===== config.mk =====
export PLATFORM = sky130hd
export DESIGN_NAME = register_file
export DESIGN_NICKNAME = d
export VERILOG_FILES = /design/src/rtl/register_file_pkg.sv /design/src/rtl/rf_read_port.sv /design/src/rtl/register_file.sv
export SDC_FILE = /design/constraint.sdc
export NUM_CORES = 1
export LEC_CHECK = 0
export CAP_MARGIN = 5
export CELL_PAD_IN_SITES_DETAIL_PLACEMENT = 1
export CELL_PAD_IN_SITES_GLOBAL_PLACEMENT = 1
export CORE_ASPECT_RATIO = 1.5
export CORE_MARGIN = 4
export CORE_UTILIZATION = 44
export DETAILED_ROUTE_END_ITERATION = 8
export GPL_ROUTABILITY_DRIVEN = 0
export PLACE_DENSITY = 0.77
export SETUP_SLACK_MARGIN = 0.1
export SKIP_LAST_GASP = 1
export SLEW_MARGIN = 20
export SYNTH_ARGS = -nofsm -noshare
export SYNTH_HDL_FRONTEND = slang
export SYNTH_HIERARCHICAL = 1
export SYNTH_SLANG_ARGS = --single-unit

===== constraint.sdc =====
create_clock -name clock -period 2 [get_ports clock]
set_clock_uncertainty 0.1 [all_clocks]
set_input_delay 0.2 -clock clock [delete_from_list [all_inputs] [get_ports clock]]
set_output_delay 0.2 -clock clock [all_outputs]
set_load 0.02 [all_outputs]

===== src/rtl/register_file_pkg.sv =====
// Shared types and default sizing for the register file and its read ports.
// The state enum covers normal operation and the sweep-clear sequence.
package register_file_pkg;

  localparam int RF_WIDTH_DEFAULT = 16;
  localparam int RF_DEPTH_DEFAULT = 8;

  typedef enum logic {
    IDLE  = 1'b0,
    CLEAR = 1'b1
  } rf_state_e;

endpackage


===== src/rtl/rf_read_port.sv =====
// One registered read port: range and zero-register checks, optional write bypass,
// and the output register.
module rf_read_port
  import register_file_pkg::*;
#(
  parameter int WIDTH    = RF_WIDTH_DEFAULT,
  parameter int DEPTH    = RF_DEPTH_DEFAULT,
  parameter int AW       = $clog2(DEPTH),
  parameter int ZERO_REG = 1,
  parameter int BYPASS   = 1
) (
  input  logic                        clock,
  input  logic                        reset,
  input  logic [AW-1:0]               read_addr,
  input  logic [DEPTH-1:0][WIDTH-1:0] regs,
  input  logic                        write_commit,
  input  logic [AW-1:0]               write_addr,
  input  logic [WIDTH-1:0]            write_word,
  output logic [WIDTH-1:0]            readword
);

  localparam logic [AW:0] DEPTH_W = (AW+1)'(DEPTH);

  logic             in_range_s;
  logic             zero_hit_s;
  logic [WIDTH-1:0] read_data_s;

  // Select the next read value; out-of-range and the hard-wired zero register read 0
  always_comb begin
    read_data_s = {WIDTH{1'b0}};
    in_range_s  = ({1'b0, read_addr} < DEPTH_W);
    zero_hit_s  = (ZERO_REG != 0) && (read_addr == {AW{1'b0}});
    if (!in_range_s || zero_hit_s) begin
      read_data_s = {WIDTH{1'b0}};
    end else if ((BYPASS != 0) && write_commit && (write_addr == read_addr)) begin
      read_data_s = write_word;
    end else begin
      read_data_s = regs[read_addr];
    end
  end

  // Output register giving one cycle of read latency
  always_ff @(posedge clock or negedge reset) begin
    if (!reset) begin
      readword <= {WIDTH{1'b0}};
    end else begin
      readword <= read_data_s;
    end
  end

endmodule


===== src/rtl/register_file.sv =====
// Two-read, one-write register file with a one-register-per-cycle sweep clear.
// Storage, write qualification, the IDLE/CLEAR FSM and the sweep counter live here.
module register_file
  import register_file_pkg::*;
#(
  parameter int WIDTH    = RF_WIDTH_DEFAULT,
  parameter int DEPTH    = RF_DEPTH_DEFAULT,
  parameter int ZERO_REG = 1,
  parameter int BYPASS   = 1,
  localparam int AW      = $clog2(DEPTH)
) (
  input  logic             clock,
  input  logic             reset,
  input  logic             enable,
  input  logic [AW-1:0]    write_addr,
  input  logic [WIDTH-1:0] write_word,
  input  logic [AW-1:0]    read_addr_a,
  input  logic [AW-1:0]    read_addr_b,
  output logic [WIDTH-1:0] readword_a,
  output logic [WIDTH-1:0] readword_b,
  input  logic             clear_req,
  output logic             busy
);

  localparam logic [AW:0]   DEPTH_W  = (AW+1)'(DEPTH);
  localparam logic [AW-1:0] LAST_IDX = AW'(DEPTH - 1);

  rf_state_e                  state_r;
  logic [AW-1:0]              sweep_r;
  logic [DEPTH-1:0][WIDTH-1:0] regs_r;
  logic                       write_commit_s;

  // A write lands only in IDLE, loses to a same-cycle clear, and skips illegal targets
  always_comb begin
    write_commit_s = 1'b0;
    if ((state_r == IDLE) && enable && !clear_req && ({1'b0, write_addr} < DEPTH_W)) begin
      if ((ZERO_REG != 0) && (write_addr == {AW{1'b0}})) begin
        write_commit_s = 1'b0;
      end else begin
        write_commit_s = 1'b1;
      end
    end else begin
      write_commit_s = 1'b0;
    end
  end

  // FSM, sweep counter and register storage share one block so every register has one driver
  always_ff @(posedge clock or negedge reset) begin
    if (!reset) begin
      state_r <= IDLE;
      sweep_r <= {AW{1'b0}};
      regs_r  <= {(DEPTH*WIDTH){1'b0}};
    end else begin
      case (state_r)
        IDLE: begin
          if (clear_req) begin
            state_r <= CLEAR;
            sweep_r <= {AW{1'b0}};
          end else if (write_commit_s) begin
            regs_r[write_addr] <= write_word;
          end
        end
        CLEAR: begin
          regs_r[sweep_r] <= {WIDTH{1'b0}};
          if (sweep_r == LAST_IDX) begin
            state_r <= IDLE;
            sweep_r <= {AW{1'b0}};
          end else begin
            sweep_r <= sweep_r + AW'(1'b1);
          end
        end
        default: begin
          state_r <= IDLE;
          sweep_r <= {AW{1'b0}};
        end
      endcase
    end
  end

  assign busy = (state_r == CLEAR);

  rf_read_port #(
    .WIDTH(WIDTH), .DEPTH(DEPTH), .AW(AW), .ZERO_REG(ZERO_REG), .BYPASS(BYPASS)
  ) u_port_a (
    .clock(clock), .reset(reset), .read_addr(read_addr_a), .regs(regs_r),
    .write_commit(write_commit_s), .write_addr(write_addr), .write_word(write_word),
    .readword(readword_a)
  );

  rf_read_port #(
    .WIDTH(WIDTH), .DEPTH(DEPTH), .AW(AW), .ZERO_REG(ZERO_REG), .BYPASS(BYPASS)
  ) u_port_b (
    .clock(clock), .reset(reset), .read_addr(read_addr_b), .regs(regs_r),
    .write_commit(write_commit_s), .write_addr(write_addr), .write_word(write_word),
    .readword(readword_b)
  );

endmodule


### Yosys cells after proc, flatten, opt, wreduce, memory -nomap -nowiden

Cells that the tools add are included.

| storage, ports and cells | value |
|---|---|
| bits of input ports | 29 |
| bits in latches | 0 |
| bits in writable memories | 0 |
| output and inout bits | 33 |
| memories | 0 |
| logic and storage cells | 63 |
| flip-flop bits (word level) | 164 |
| memory bits (read-only) | 0 |

| operators by class | value |
|---|---|
| order comparisons | 6 |
| shift-type cells | 0 |
| reductions and logical operators | 11 |
| equality and inequality tests | 6 |
| multiply operators | 0 |
| bitwise operators | 3 |
| add/sub/neg operators | 1 |
| div/mod/pow operators | 0 |
| multiplexer cells | 24 |

Operators by type and width:

| operator | number |
|---|---|
| 2-to-1 mux 128 bit | 2 |
| case mux 128 bit (2 select lines) | 1 |
| AND 128 bit | 1 |
| bitwise mux 128 bit | 1 |
| 2-to-1 mux 16 bit | 8 |
| inverter 128 bit | 1 |
| binary-select mux 16 bit (select 3 bit) | 2 |
| demux 16 bit (select 3 bit) | 2 |
| less-than comparator 3 x 4 -> 1 bit, second input constant | 4 |
| logical NOT 3 bit | 3 |
| equality test 3 bit | 2 |
| greater-or-equal comparator 3 x 1 -> 1 bit, second input constant | 2 |
| logical AND 1 bit | 6 |
| 2-to-1 mux 3 bit | 2 |
| case mux 3 bit (2 select lines) | 1 |
| 2-to-1 mux 1 bit | 4 |
| inequality test 2 bit, second input constant | 2 |
| adder 3 x 1 -> 3 bit, second input constant | 1 |
| equality test 3 bit, second input constant | 1 |
| inequality test 2 x 1 -> 1 bit, second input constant | 1 |
| case mux 1 bit (2 select lines) | 1 |
| AND reduction 2 bit | 1 |
| logical NOT 1 bit | 1 |
| inverter 1 bit | 1 |

### Longest topological paths before layout

Gate-level depths: netlist of run 1.

| depth | value |
|---|---|
| depth in word-level cells | 8 |
| gate-level depth with buffers | 7 |
| depth with buffers taken out | 5 |

### Hierarchy

The synthesis of run 1 kept the hierarchy.

By module, submodules not included:

| module | cells an instance | seq. area each (sq um) | area an instance (sq um) | instances |
|---|---|---|---|---|
| register_file | 442 | 3,303.2 | 5,469.0 | 1 |
| rf_read_port | 151 | 400.4 | 1,671.6 | 2 |

### Worst setup path after synthesis of run 1

No wires, ideal clock.

| timing | value |
|---|---|
| path type | reg2reg |
| start | register state_r (netlist: busy) |
| end | register u_port_a.readword[4] |
| stages on the path, launching flop included | 8 |
| arrival | 1.748 ns |
| path buffers | 3 |
| setup slack | 0.066 ns |
| clock period less this slack | 1.934 ns |
| cells stage by stage | dfrtp_1 -> buf_4 -> nor3b_1 -> and4_1 -> buf_2 -> buf_8 -> a211oi_1 -> nor3_1 |

| on the way | value |
|---|---|
| cells in the longest elaborated chain, start to end | 7 |

RTL lines:

| what | line | source |
|---|---|---|
| from (decl) | register_file.sv:28 | `rf_state_e state_r;` |
| from (signal assigned) | register_file.sv:50 | `state_r <= IDLE;` |
| from (signal assigned) | register_file.sv:57 | `state_r <= CLEAR;` |
| from (signal assigned) | register_file.sv:66 | `state_r <= IDLE;` |
| inverter 1 bit | n/a |  |
| logical AND 1 bit (2 in a row) | register_file.sv:36 | `if ((state_r == IDLE) && enable && !clear_req && ({1'b0, write_addr} < DEPTH_W)) begin` |
| 2-to-1 mux 1 bit | register_file.sv:36 |  |
| net write_commit_s | register_file.sv:31 | `logic write_commit_s;` |
| logical AND 1 bit | rf_read_port.sv:35 | `end else if ((BYPASS != 0) && write_commit && (write_addr == read_addr)) begin` |
| 2-to-1 mux 16 bit | rf_read_port.sv:35 |  |
| 2-to-1 mux 16 bit | rf_read_port.sv:33 | `if (!in_range_s \|\| zero_hit_s) begin` |
| net u_port_a.read_data_s[4] | rf_read_port.sv:26 | `logic [WIDTH-1:0] read_data_s;` |
| to (signal assigned) | rf_read_port.sv:45 | `readword <= {WIDTH{1'b0}};` |
| to (signal assigned) | rf_read_port.sv:47 | `readword <= read_data_s;` |
| to (decl) | rf_read_port.sv:19 | `output logic [WIDTH-1:0] readword` |

The timed path passes the listed nets, and every way through them passes these cells.
A chain may end at the register's enable or synchronous reset.

### Worst setup path after layout of run 1

| timing | value |
|---|---|
| start | register state_r (netlist: busy) |
| end | output port busy |

RTL lines:

| what | line | source |
|---|---|---|
| to (decl) | register_file.sv:22 | `output logic busy` |

No word-level cell between the ends.

==> results.cfg, run 1 <==
[logic_synthesis]
synth_xor_area_frac = 0.005963
netlist.top_cell.by_area = dfrtp_1
syn-num-nets = 775
synth-simple-area-share = 0.1255
syn_avg_cell_area_um2 = 11.84
synthMuxAreaShare = 0.2914
synth_area_leaders = dfrtp_1 (47%), mux2i_1 (20%), mux4_1 (4.8%), nand2_1 (4.8%), mux4_2 (4.6%)
yosysUniqueCellTypes = 37
synthAdderAreaFrac = 0.002840
synth_compound_area_frac = 0.05296
synth_area_um2 = 8812
syn_inst = 744
synth_seq_cells = 164
ys_seq_area_frac = 0.4657
synth.top_cell.area_share = 0.4657
synth_top_family_by_area = multiplexers
yosysWarnings = 6

[cells_and_area]
final_util = 0.5364
syn_to_final_growth_pct = 19.96
nNetsFinal = 851
fin_cells = 1093
stdcell_area_um2 = 10570
drive_gt1_frac = 0.1501
diodes = 0

[clocking]
cts_tree = built
clock-root-buffer = clkbuf_16
clockBufferDepth = 2
cts.sinks = 164
insertion_delay_ns = 0.43
clk_pin_slew_ns = 0.07
ctsHtreeMaxLevel = 4
numCtsBuffers = 17

[floorplan]
die_h_um = 181.3
die_w_um = 123.6
dieArea_um2 = 22400
initial_core_util = 0.4472
rows = 63
io_pins = 62
core_um2 = 19710

[timing]
period_needed_ns = 1.828
finalHoldViolations = 0
slew_headroom = 0.6180
final-max-slew-violation-count = 0
setup_viol = 0
fin_crit_sh = 0.9139
grt_setup_unrepaired = no
worstMarginPinSlew_ns = 0.5730
fmax_ghz = 0.5471

[outcome]
status = finished clean

[setup_path]
reg2regPathDepth = 6
cp_num_buf_inv = 1
crit_family = buffers and inverters
crit_start = busy$_DFF_PN0_
crit_chain = clkdlybuf4s50_1
path_class = reg2out
reg2reg_slack_ns = 0.21
worstPathRequired_ns = 1.70
crit_arrival_ns = 1.53
slowest_stage = clkdlybuf4s50_1
r2r-start = busy$_DFF_PN0_
cpPeakStageDelay_ns = 0.64
crit_fanout = 6
critPathCaptureType = primary output
r2r-end = u_port_b/readword[2]$_DFF_PN0_
start_kind = flip-flop

[grt]
first_global_vias = 7746
antenna_found_initial = 0
grt_pass1_wl_um = 45700
gr-total-overflow = 0
gr-usage-all-layers = 0.2750
grt_max_degree = 56

[routing]
routedWlPerCell_um = 27.26
drt_iter0_drc = 511
drc = 0
drt_pass1_iterations = 5
postRouteAntennaNets = 0
route.vias.total = 6875
avgViaCountPerCell = 6.290
drt-total-wl_um = 29790

[run]
drv_cap = 0

[place]
dp.cells = 1060
post_dp_cell_area_um2 = 9976
dp_hpwl_um = 18780
port-buffer-count = 61

[power_and_ir_drop]
p_leak_nw = 5.362
power.density_nw_per_um2 = 1201
total_power_mw = 12.70
ir_worst_vdd_mv = 0.7747

[hold_path]
hold_path_class = in2async
-- per-layer routing --
metal	wire, um	GRT usage	share of wire	vias up
li1	-	-	-	2840
met2	15030	0.4573	0.50	357
met5	0	0	0	-
met3	1922	0.05293	0.065	125
met1	11000	0.3250	0.37	3553
met4	1837	0.1632	0.062	0
-- through the flow --
step | worst slack (ns) | setup TNS (ns) | hold WS (ns)
floorplan | 0.1457 | 0 | -0.1956
global placement | -0.1012 | -1.057 | 0.1001
CTS | 0.1446 | 0 | 0.2241
global route | 0.1109 | 0 | 0.2554
detailed placement | -0.1450 | -2.332 | 0.1130
finish | 0.1723 | 0 | 0.2045
-- how the worst max path moves through the flow --
stage	to	slack, ns	cells past startpoint
after global placement	u_port_a/readword[2]$_DFF_PN0_	-0.10	5
final	busy	0.17	1
after detailed placement	u_port_a/readword[2]$_DFF_PN0_	-0.15	5
after global routing	u_port_a/readword[2]$_DFF_PN0_	0.11	6
after CTS	busy	0.14	1
after floorplan	u_port_a/readword[4]$_DFF_PN0_	0.15	7
-- final cells by class --
class | count | area [um2]
multi-input cells | 507 | 4223
well taps | 260 | 325.3
clock buffers | 17 | 425.4
inverters | 16 | 60.06
clock inverters | 15 | 155.1
fillers | 2075 | 9135
flip-flops and latches | 164 | 4105
repair buffers | 114 | 1277
-- logic make-up (layout without fill, tap and decap cells) --
group | after synthesis | count (layout)
and+or+nand+nor | 223 | 223
muxes | 208 | 208
DFF | 164 | 164
buffers and inverters | 73 | 162
AOI/OAI and AO/OA | 68 | 68
xor gates and xnor gates | 6 | 6
adders and majority gates | 2 | 2
-- cells in the mapped netlist --
master     instances
o22ai_1           32
nor2b_1           16
nand3_2            1
and4_1             2
nand4_1            2
ha_1               2
nor3_1            31
xnor2_1            6
mux2i_1          174
nor4b_4            1
nand4bb_1          3
buf_6              9
mux4_2            18
and4bb_2           2
nor3b_1            1
buf_8              2
nand2_1          112
and4_4             1
nand4_2            2
clkbuf_1           3
a21oi_1            3
nor2_4             1
a22o_1             3
nor2b_4            1
nand4b_2           3
or2_1              2
inv_1             16
a211oi_1          30
buf_12             2
nand2_2            4
and2b_1            1
nand2b_2           2
buf_2             24
mux4_1            16
dfrtp_1          164
nor2_1            35
buf_4             17
-- placed cells by master (no fill, tap or decap), types with 4 or more instances in the layout --
cell type,synthesis,layout
o22ai_1,32,32
nor2b_1,16,16
clkdlybuf4s50_1,0,58
nor2_1,35,35
nor3_1,31,30
dfrtp_1,164,163
nand2_2,4,4
inv_1,16,16
a211oi_1,30,30
clkinv_2,0,5
mux4_2,18,18
nand2_1,112,112
clkbuf_16,0,17
mux2i_1,174,174
xnor2_1,6,6
buf_4,17,30
mux4_1,16,16
buf_12,2,22
-- timing repair --
item                                   CTS  global route
setup buffers                            0             0
gates resized for setup                  0             1
endpoints found under the hold margin   52             0
setup endpoints to repair                0             1
hold buffers                             1             0
-- sequential cells by signal, summed over array words and instances, names as in the netlist --
signal and cells:
busy 1, sweep_r 3, u_port_b/readword 16, u_port_a/readword 16, regs_r 128
-- report_power, final --
| part | internal (mW) | total [mW] | switching (mW) |
|---|---|---|---|
| sequential | 4.37 | 5.30 | 0.926 |
| clock | 1.85 | 3.27 | 1.42 |
| combinational | 1.87 | 4.13 | 2.26 |
| total | 8.09 | 12.7 | 4.60 |
(Power assumes the default switching activity.)
==> run 2, diff against run 1 <==
- PLACE_DENSITY: 0.77 -> 0.76
- SYNTH_HIERARCHICAL: 1 -> unset
==> run 2 against run 1 <==
Global-route usage decreased by 1.0 points. Synthesized area decreased by 8.1%. Wire length decreased by 11%.
==> results.cfg, run 2 <==
[cells_and_area]
most-common-layout-cells = dfrtp_1 (163), a22o_1 (114), mux4_2 (64), clkdlybuf4s50_1 (57), buf_4 (56)
seqCellArea_um2 = 4105
layout_commonest_cell = dfrtp_1
largest_register_ffs = 128
largestRegisters = regs_r: 128 flops, u_port_a.readword: 16 flops, u_port_b.readword: 16 flops
multi_input_area_um2 = 3725
nNetsFinal = 686
nFillCells = 1732
stdcell_area_um2 = 10100
drive_gt1_frac = 0.2829
diodes = 0
regMostFlops = regs_r
syn_to_final_growth_pct = 24.69
fin_cells = 885

[floorplan]
initial_core_util = 0.4494
io_pins = 62
die_h_um = 174.1
core_um2 = 18020
rows = 60
dieArea_um2 = 20680
die_w_um = 118.8

[logic_synthesis]
yosysMostFrequentCell = dfrtp_1
synth_area_leaders = dfrtp_1 (51%), mux4_2 (18%), a22o_1 (12%), mux2i_1 (4.0%), o311a_1 (2.0%)
syn_avg_cell_area_um2 = 14.18
synthAdderAreaFrac = 0.003091
ys_top_cells_by_count = dfrtp_1 (164), a22o_1 (114), mux4_2 (64), mux2i_1 (32), clkbuf_1 (27)
synthMuxAreaShare = 0.2176
synth-main-ff-cell = dfrtp_1
synth_area_um2 = 8097
yosysUniqueCellTypes = 36
synth.top_cell.area_share = 0.5069
synth-simple-area-share = 0.03972
syn-num-nets = 602
netlist.top_cell.by_area = dfrtp_1
synth_async_sr_flop_share = 1.000
yosysWarnings = 0
ys_seq_area_frac = 0.5069
synth_compound_area_frac = 0.1926
synth_top_family_by_area = multiplexers
synth_xor_area_frac = 0.002163
synth_enable_flop_cells = 0
synth_seq_cells = 164
syn_inst = 571

[timing]
grt_setup_unrepaired = no
fin_crit_sh = 0.9385
setup_viol = 0
slew_headroom = 0.6554
period_needed_ns = 1.877
worst_slack_ns = 0.1230
finalHoldViolations = 0
final-max-slew-violation-count = 0
fmax_ghz = 0.5328
worstMarginPinSlew_ns = 0.5145

[place]
port-buffer-count = 61
post_dp_cell_area_um2 = 9340
dpl_worst_slack_ns = -0.2184
dp_hpwl_um = 17400
dp.cells = 845

[power_and_ir_drop]
ir_worst_vdd_mv = 0.7241
p_leak_nw = 4.516
power.density_nw_per_um2 = 1057

[clocking]
clk_pin_slew_ns = 0.07
clock-root-buffer = clkbuf_16
clockBufferDepth = 2
numCtsBuffers = 17
cts.sinks = 164
cts_tree = built
insertion_delay_ns = 0.44
ctsHtreeMaxLevel = 4

[setup_path]
path_class = reg2reg
crit_chain = or4b_4 -> nor2_4 -> a21oi_4 -> buf_4 -> a22o_1
slowest_stage = or4b_4
worstPathRequired_ns = 2.22
critPathCaptureType = flip-flop
crit_family = simple AND/OR/NAND/NOR gates
crit_arrival_ns = 2.10
crit_fanout = 7
cpPeakStageDelay_ns = 0.58
cp_num_buf_inv = 1
start_kind = flip-flop

[grt]
antenna_found_initial = 0
grt_pass1_wl_um = 41420
gr-usage-all-layers = 0.2647
first_global_vias = 6848
grt_max_degree = 46
gr-total-overflow = 0

[outcome]
status = finished clean

[routing]
avgViaCountPerCell = 6.882
drt_iter0_drc = 521
drt_pass1_iterations = 7
drt-total-wl_um = 26650
drc = 0
routedWlPerCell_um = 30.11
postRouteAntennaNets = 0
route.vias.total = 6091

[hold_path]
hold_path_class = in2async

[run]
drv_cap = 0
## run 2: cell types whose count changed in the layout (fill, tap and decap cells not counted), moves of 32 or more
cell     before  now
mux2i_1     174   32
a22o_1        3  114
o22ai_1      32    0
nor2_1       35    1
mux4_2       18   64
nand2_1     112    2
## run 2: metrics by stage
stage                       util  total power, mW  hold slack (ns)  setup TNS, ns
after floorplan                -            5.707          -0.1956              0
final                     0.5603            10.67           0.1631              0
after global routing      0.5603            11.05           0.2076              0
after CTS                 0.5573            10.55           0.1799              0
after detailed placement  0.5184            6.906          0.06817         -10.57
after global placement    0.5184            6.759          0.06931         -4.651
## run 2: cell type report
| class | instances | area share |
|---|---|---|
| well taps | 217 | 0.02689 |
| repair buffers | 134 | 0.1338 |
| clock buffers | 21 | 0.04660 |
| multi-input cells | 338 | 0.3689 |
| flip-flops and latches | 164 | 0.4066 |
| clock inverters | 11 | 0.01710 |
## run 2: worst paths after layout
check	startpoint	endpoint	slack, ns	depth (start not counted)
max in group asynchronous	reset	u_port_b.readword[10]$_DFF_PN0_	0.99	3
hold / removal	reset	regs_r[96]$_DFFE_PN0P_	0.16	2
setup / recovery	busy$_DFF_PN0_	regs_r[41]$_DFFE_PN0P_	0.12	5
setup reg to reg	busy$_DFF_PN0_	regs_r[41]$_DFFE_PN0P_	0.12	5
hold reg to reg	regs_r[125]$_DFFE_PN0P_	regs_r[125]$_DFFE_PN0P_	0.42	1
min in group clock	regs_r[125]$_DFFE_PN0P_	regs_r[125]$_DFFE_PN0P_	0.42	1
## run 2: cells by family after synthesis
logic type	count (synthesis)
AO/OA/AOI/OAI	191
XOR/XNOR	2
adder cells (fa/ha/maj)	2
buffers and inverters	69
flip-flops	164
multiplexers	96
AND/OR/NAND/NOR	47
## run 2: what timing repair did
action,4_1_cts,5_1_grt
hold buffers,1,0
setup endpoints to repair,34,25
endpoints found under the hold margin,71,0
resized for setup,3,0
buffers inserted,3,4
pin swaps,1,2
gates cloned,0,0
## run 2: report_power, final
| part | internal, mW | switching (mW) | leakage, nW |
|---|---|---|---|
| registers | 3.78 | 0.442 | 2.27 |
| clock network | 2.20 | 1.39 | 0.314 |
| logic | 1.35 | 1.52 | 1.93 |
| total | 7.33 | 3.34 | 4.52 |
## run 2: layer usage
layer / vias to the layer above / global-route usage / routed length [um]
met3: 51 / 0.05469 / 1833
met4: 0 / 0.1025 / 677
met5: - / 0 / 0
met1: 3247 / 0.3202 / 9740
met2: 346 / 0.4633 / 14400
li1: 2447 / - / -
## run 2: worst register-to-register path: stages, from the launching register on
cell	delay, ns
dfrtp_2	0.45
or4b_4	0.58
nor2_4	0.17
a21oi_4	0.06
buf_4	0.19
a22o_1	0.20
==> run 3, diff against run 2 <==
- HOLD_SLACK_MARGIN: unset -> 0.1
==> results of run 3 <==
Same layout as run 2: the final DEF is identical, and so are final timing and power.
